--- src/rtl/exec_muldiv.sv ---
// Iterative integer multiply/divide unit: shift-add MUL and radix-2 restoring DIV/REM,
// one bit per cycle, with valid/ready handshakes, flush and 32-bit word mode.
module exec_muldiv #(
  parameter int unsigned XLEN  = 64,
  parameter int unsigned TAG_W = 5
) (
  input  logic             clk,
  input  logic             reset,
  input  logic             in_valid,
  output logic             in_ready,
  input  logic [2:0]       op,
  input  logic             word,
  input  logic [XLEN-1:0]  a,
  input  logic [XLEN-1:0]  b,
  input  logic [TAG_W-1:0] tag_in,
  input  logic             flush,
  output logic             out_valid,
  input  logic             out_ready,
  output logic [XLEN-1:0]  result,
  output logic [TAG_W-1:0] tag_out
);

  localparam int unsigned CNT_W  = 7;
  localparam bit          IS64   = (XLEN == 64);
  localparam int unsigned WSHIFT = IS64 ? 32 : 0;

  typedef enum logic [1:0] {IDLE, BUSY, DONE} state_e;

  function automatic logic [XLEN-1:0] sext32(input logic [31:0] v);
    return XLEN'($signed(v));
  endfunction

  state_e             state_q, state_d;
  logic [CNT_W-1:0]   cnt_q, cnt_d;
  logic [XLEN-1:0]    r1_q, r1_d;   // MUL accumulator / DIV partial remainder
  logic [XLEN-1:0]    r2_q, r2_d;   // MUL multiplicand / DIV divisor magnitude
  logic [XLEN-1:0]    r3_q, r3_d;   // MUL multiplier / DIV dividend shifting into quotient
  logic [2:0]         op_q, op_d;
  logic               word_q, word_d;
  logic [TAG_W-1:0]   tag_q, tag_d;
  logic               negq_q, negq_d;
  logic               negr_q, negr_d;
  logic [XLEN-1:0]    result_q, result_d;
  logic [TAG_W-1:0]   tag_out_q, tag_out_d;
  logic               in_ready_q, in_ready_d;
  logic               out_valid_q, out_valid_d;

  // Accept-side decode and operand preparation
  logic             word_eff, in_div, in_rem, in_uns;
  logic             a_neg, b_neg, div_zero, div_ovf;
  logic [XLEN-1:0]  a_prep, b_prep, a_mag, b_mag, min_n, spec_res;
  logic [CNT_W-1:0] n_in;

  always_comb begin
    word_eff = IS64 && word;
    in_div   = op[2];
    in_rem   = op[1];
    in_uns   = op[0];
    a_prep   = a;
    b_prep   = b;
    if (word_eff) begin
      a_prep = (in_div && in_uns) ? XLEN'(a[31:0]) : sext32(a[31:0]);
      b_prep = (in_div && in_uns) ? XLEN'(b[31:0]) : sext32(b[31:0]);
    end
    a_neg    = in_div && !in_uns && a_prep[XLEN-1];
    b_neg    = in_div && !in_uns && b_prep[XLEN-1];
    a_mag    = a_neg ? -a_prep : a_prep;
    b_mag    = b_neg ? -b_prep : b_prep;
    min_n    = word_eff ? sext32(32'h8000_0000) : (XLEN'(1) << (XLEN - 1));
    div_zero = in_div && (b_prep == '0);
    div_ovf  = in_div && !in_uns && (a_prep == min_n) && (b_prep == '1);
    n_in     = word_eff ? CNT_W'(32) : CNT_W'(XLEN);
    if (div_zero) begin
      spec_res = in_rem ? a_prep : '1;
    end else begin
      spec_res = in_rem ? '0 : a_prep;
    end
    if (word_eff) begin
      spec_res = sext32(spec_res[31:0]);
    end
  end

  // One iteration step and final sign fix-up
  logic [XLEN-1:0] r1_n, r2_n, r3_n, fin;
  logic [XLEN:0]   shifted, diff;
  logic            q_bit;

  always_comb begin
    shifted = {r1_q, r3_q[XLEN-1]};
    diff    = shifted - {1'b0, r2_q};
    q_bit   = ~diff[XLEN];
    if (op_q[2]) begin
      r1_n = q_bit ? diff[XLEN-1:0] : shifted[XLEN-1:0];
      r2_n = r2_q;
      r3_n = {r3_q[XLEN-2:0], q_bit};
    end else begin
      r1_n = r1_q + (r3_q[0] ? r2_q : '0);
      r2_n = r2_q << 1;
      r3_n = r3_q >> 1;
    end
    if (!op_q[2]) begin
      fin = r1_n;
    end else if (op_q[1]) begin
      fin = negr_q ? -r1_n : r1_n;
    end else begin
      fin = negq_q ? -r3_n : r3_n;
    end
    if (word_q) begin
      fin = sext32(fin[31:0]);
    end
  end

  // Next-state and datapath control
  always_comb begin
    state_d   = state_q;
    cnt_d     = cnt_q;
    r1_d      = r1_q;
    r2_d      = r2_q;
    r3_d      = r3_q;
    op_d      = op_q;
    word_d    = word_q;
    tag_d     = tag_q;
    negq_d    = negq_q;
    negr_d    = negr_q;
    result_d  = result_q;
    tag_out_d = tag_out_q;
    if (flush) begin
      state_d = IDLE;
    end else begin
      unique case (state_q)
        IDLE: begin
          if (in_valid) begin
            op_d   = op;
            word_d = word_eff;
            tag_d  = tag_in;
            negq_d = a_neg ^ b_neg;
            negr_d = a_neg;
            cnt_d  = n_in;
            if (div_zero || div_ovf) begin
              state_d   = DONE;
              result_d  = spec_res;
              tag_out_d = tag_in;
            end else begin
              state_d = BUSY;
              r1_d    = '0;
              r2_d    = in_div ? b_mag : a_prep;
              if (!in_div) begin
                r3_d = b_prep;
              end else begin
                r3_d = word_eff ? (a_mag << WSHIFT) : a_mag;
              end
            end
          end
        end
        BUSY: begin
          r1_d  = r1_n;
          r2_d  = r2_n;
          r3_d  = r3_n;
          cnt_d = cnt_q - CNT_W'(1);
          if (cnt_q == CNT_W'(1)) begin
            state_d   = DONE;
            result_d  = fin;
            tag_out_d = tag_q;
          end
        end
        DONE: begin
          if (out_ready) begin
            state_d = IDLE;
          end
        end
        default: state_d = IDLE;
      endcase
    end
    in_ready_d  = (state_d == IDLE);
    out_valid_d = (state_d == DONE);
  end

  always_ff @(posedge clk) begin
    if (reset) begin
      state_q     <= IDLE;
      cnt_q       <= '0;
      r1_q        <= '0;
      r2_q        <= '0;
      r3_q        <= '0;
      op_q        <= '0;
      word_q      <= 1'b0;
      tag_q       <= '0;
      negq_q      <= 1'b0;
      negr_q      <= 1'b0;
      result_q    <= '0;
      tag_out_q   <= '0;
      in_ready_q  <= 1'b1;
      out_valid_q <= 1'b0;
    end else begin
      state_q     <= state_d;
      cnt_q       <= cnt_d;
      r1_q        <= r1_d;
      r2_q        <= r2_d;
      r3_q        <= r3_d;
      op_q        <= op_d;
      word_q      <= word_d;
      tag_q       <= tag_d;
      negq_q      <= negq_d;
      negr_q      <= negr_d;
      result_q    <= result_d;
      tag_out_q   <= tag_out_d;
      in_ready_q  <= in_ready_d;
      out_valid_q <= out_valid_d;
    end
  end

  assign in_ready  = in_ready_q;
  assign out_valid = out_valid_q;
  assign result    = result_q;
  assign tag_out   = tag_out_q;

endmodule

--- config.mk ---
export PLATFORM = sky130hd
export DESIGN_NAME = exec_muldiv
export DESIGN_NICKNAME = d
export VERILOG_FILES = /design/src/rtl/exec_muldiv.sv
export SDC_FILE = /design/constraint.sdc
export NUM_CORES = 2
export LEC_CHECK = 0
export ABC_AREA = 1
export CAP_MARGIN = 20
export CORE_MARGIN = 5
export CORE_UTILIZATION = 36
export DETAILED_ROUTE_END_ITERATION = 10
export PLACE_DENSITY = 0.57
export SLEW_MARGIN = 10
export SYNTH_ARGS = -nofsm -noshare
export SYNTH_HDL_FRONTEND = slang
export SYNTH_SLANG_ARGS = --single-unit
--- constraint.sdc ---
create_clock -name clk -period 10.6 [get_ports clk]
set_input_delay 1.06 -clock clk [delete_from_list [all_inputs] [get_ports clk]]
set_output_delay 1.06 -clock clk [all_outputs]
set_load 0.01 [all_outputs]
==> results by group <==
Layout
  • Fraction of layout cells with a size suffix above 1: 3.86%
  • NumNets Final: about 7100
  • Fillers: 11529
  • Area grow syn2layout: 11.6%
  • Final core utilization: 40.5%
  • Area of the multi-input gates: between 20000 and 30000 sq um
  • # diodes: 0
  • Final cell count without fillers: between 8000 and 9000
  • Reg area: roughly 5700 sq um

Die
  • Die area: about 110000 sq um
  • I/O pin total: between 200 and 250
  • Die span in y: 328 um
  • Initial core utilization: roughly 36%
  • Rows: around 120
  • CORE AREA: 100000 sq um
  • Die extent in x: 328 um

Synthesis
  • Fraction of synthesized area in multiplexers: less than 1%
  • Yosys top cell by area: nand2_1
  • Count leader, synth: nand2_1
  • Complex-gate fraction of the synthesized area: 24.6%
  • Post-Syn Area: between 30000 and 40000 sq um
  • XOR/XNOR share of the synthesized area: under 10%
  • Synth Warn #: 0
  • Main flop type after synthesis: dfxtp_1
  • Largest family of logic cells by synthesized area: simple AND/OR/NAND/NOR gates
  • Synth cell count leaders: nand2_1, inv_1, nor2_1, a21oi_1, o21ai_0
  • Share of the synthesized area in the top cell type: roughly a fifth
  • Seq cells post-synth: 282
  • Ys async rst share: 0%
  • Post-synth cell types: 65
  • Most area-consuming cells after synthesis: nand2_1, dfxtp_1, inv_1, a21oi_1, o21ai_0
  • Synthesized area per cell: 5.37 sq um
  • Share of the yosys chip area belonging to registers: roughly 16%
  • Post-synth EDFFs: 0
  • Syn nets: roughly 7100
  • Post-Synth Adder-Cell Area: around 4.8%
  • Post-Synth Simple-Gate Area: between 30% and 40%
  • Gate Count Post-Synth: roughly 6800

CTS
  • Setup Buffers After CTS: 0
  • Num CTS Buffers: 36
  • Post_cts resized: 0
  • Clock Tree Buf Depth: 3
  • CTS Sinks: roughly 280
  • Cts hold-fix bufs: 0
  • CTS root buf: clkbuf_16
  • H-tree depth reported by CTS: 2
  • Reg clk slew, reported paths: 0.07 ns
  • Clock Latency Late Sink: between 0.5 and 0.6 ns
  • CTS tree: yes

STA
  • RSZ-0062 raised after global routing: false
  • Final hold vios: 0
  • Slew HR: between 15 and 20%
  • Final period util: 62.2%
  • Fin crit period: 6.60 ns
  • Setup ws final: approximately 4.0 ns
  • Max Slew Vio Count: 0
  • Clk_skew: between 0.02 and 0.03 ns
  • Fmax: 0.152 GHz
  • Setup-failing EPs final: 0
  • Total Neg Setup Slack: 0 ns
  • Tightest Pin Transition: 1.24 ns

Detailed routing
  • Vias: around 46000
  • Remaining antenna violation count: 0
  • Drt pass-1 iters: 8
  • Routed wl met2: 83.3 mm
  • Initial DRC count: roughly 6100
  • WL/cell: between 20 and 25 um
  • Wire length on met1: about 83 mm
  • DRC viols: 0
  • Vias/cell: 5.68
  • Top Layer Used: met4
  • Met3 WL: 19.4 mm
  • Final wirelength: roughly 200 mm

Placed design
  • Hpwl dp: 161 mm
  • Pre-CTS WS: between 3 and 4 ns
  • IO Port Bufs: around 210
  • Placer congestion estimate: between 1 and 1.5
  • Placed cell count: roughly 8100

Worst setup path
  • Critical-path top delay cell: o41ai_1
  • Crit-path max cell delay: 0.57 ns
  • WP data arrival: between 7 and 8 ns
  • WP data required: about 11 ns
  • CP startpoint kind: register
  • Critical setup path kind: reg -> reg
  • Max FO, Critical Path: 51
  • CP Capture Type: register
  • Crit-path most repeated cell: nand2_1

Global routing
  • GRT Total Usage: a little over a third
  • First-pass GRT wire length: approximately 280 mm
  • Largest net degree at the start of global routing: ~140
  • Antenna violations before repair: 3
  • Vias in the first global route: ~42000
  • Grt ovf: 0

Outcome
  • Status: finished, final reports clean

Run
  • Max Cap Viol: 0

Pwr
  • Leak pwr: slightly below 20 nW
  • PwrDens: 97.5 nW/um^2
  • Max IR drop VDD: between 0.08 and 0.09 mV

Min path
  • Worst Hold Class: reg -> reg
## sequential cells by signal (all words and copies together) (netlist names)
signal     cells
tag_out        5
word_q         1
in_ready       1
op_q           2
r2_q          64
result        64
negq_q         1
r1_q          64
cnt_q          7
negr_q         1
state_q        2
r3_q          64
tag_q          5
out_valid      1
## cell families (layout without fill, tap and decap cells)
logic type | Yosys count | in the layout
AOI/OAI and AO/OA | 1612 | 1612
xor gates and xnor gates | 136 | 136
adders and majority gates | 140 | 140
buffers and inverters | 1209 | 1236
DFF | 282 | 282
muxes | 3 | 3
and+or+nand+nor | 3397 | 3397
## metal layers
layer	vias up	global-route usage, %
li1	22167	-
met1	21313	47.0
met2	2454	53.3
met3	470	6.46
met4	0	20.5
met5	-	0
## cell type report
cell class              count  area share, %
well taps                1357           4.18
clock inverters            11          0.360
multi-input cells        5288           64.3
clock buffers              51           2.63
repair buffers            267           6.25
inverters                 907           8.39
flip-flops and latches    282           13.9
## cell usage in the layout, fill, tap and decap left out, drive strengths merged, types with 10 or more instances in the layout
cell type	synthesis	routed
dfxtp	282	282
nor4	32	32
nand4	62	62
o22ai	26	26
or2	39	39
clkbuf	230	54
inv	903	906
o221ai	10	10
nand3	428	428
o21ai	652	652
o31ai	10	10
xnor2	31	31
nor3	100	100
a221oi	21	21
nand2	1931	1931
o21a	10	10
o211ai	89	89
a21boi	13	13
buf	72	56
a31oi	34	34
a21o	13	13
ha	134	134
a211oi	38	38
clkdlybuf4s50	0	208
xor2	105	105
nor2	759	759
o21bai	36	36
nand3b	33	33
a22oi	10	10
a21oi	642	642
## worst max-delay path, delay by kind of cell, from the launching register on
kind / cells / cell delay [ns]
compound gates: 8 / 1.82
simple gates: 25 / 3.04
fa+ha+maj: 3 / 0.96
flops: 1 / 0.34
buf+inv: 3 / 0.32
## where the power goes
group / switching [W] / total [W] / internal [W]
Combinational: 0.00108 / 0.00148 / 0.000400
Clock: 0.000548 / 0.00132 / 0.000776
Sequential: 0.0000524 / 0.00116 / 0.00111
## final timing paths
| kind | endpoint | cells after the start | from | slack (ns) |
|---|---|---|---|---|
| max | result[62] | 39 | r3_q[63] | 4.00 |
| min | r3_q[52] | 2 | r3_q[52] | 0.47 |
| max reg2reg | result[62] | 39 | r3_q[63] | 4.00 |
| min reg2reg | r3_q[52] | 2 | r3_q[52] | 0.47 |
## per-stage QoR
step	power, W	hold slack (ns)	cell area, sq um
floorplan	0.00204	0.439	36400
global placement	0.00260	0.453	39400
detailed placement	0.00260	0.454	39400
CTS	0.00392	0.464	40600
global route	0.00411	0.484	40600
finish	0.00396	0.466	40600
No activity file was read; power rests on OpenSTA's default activity.
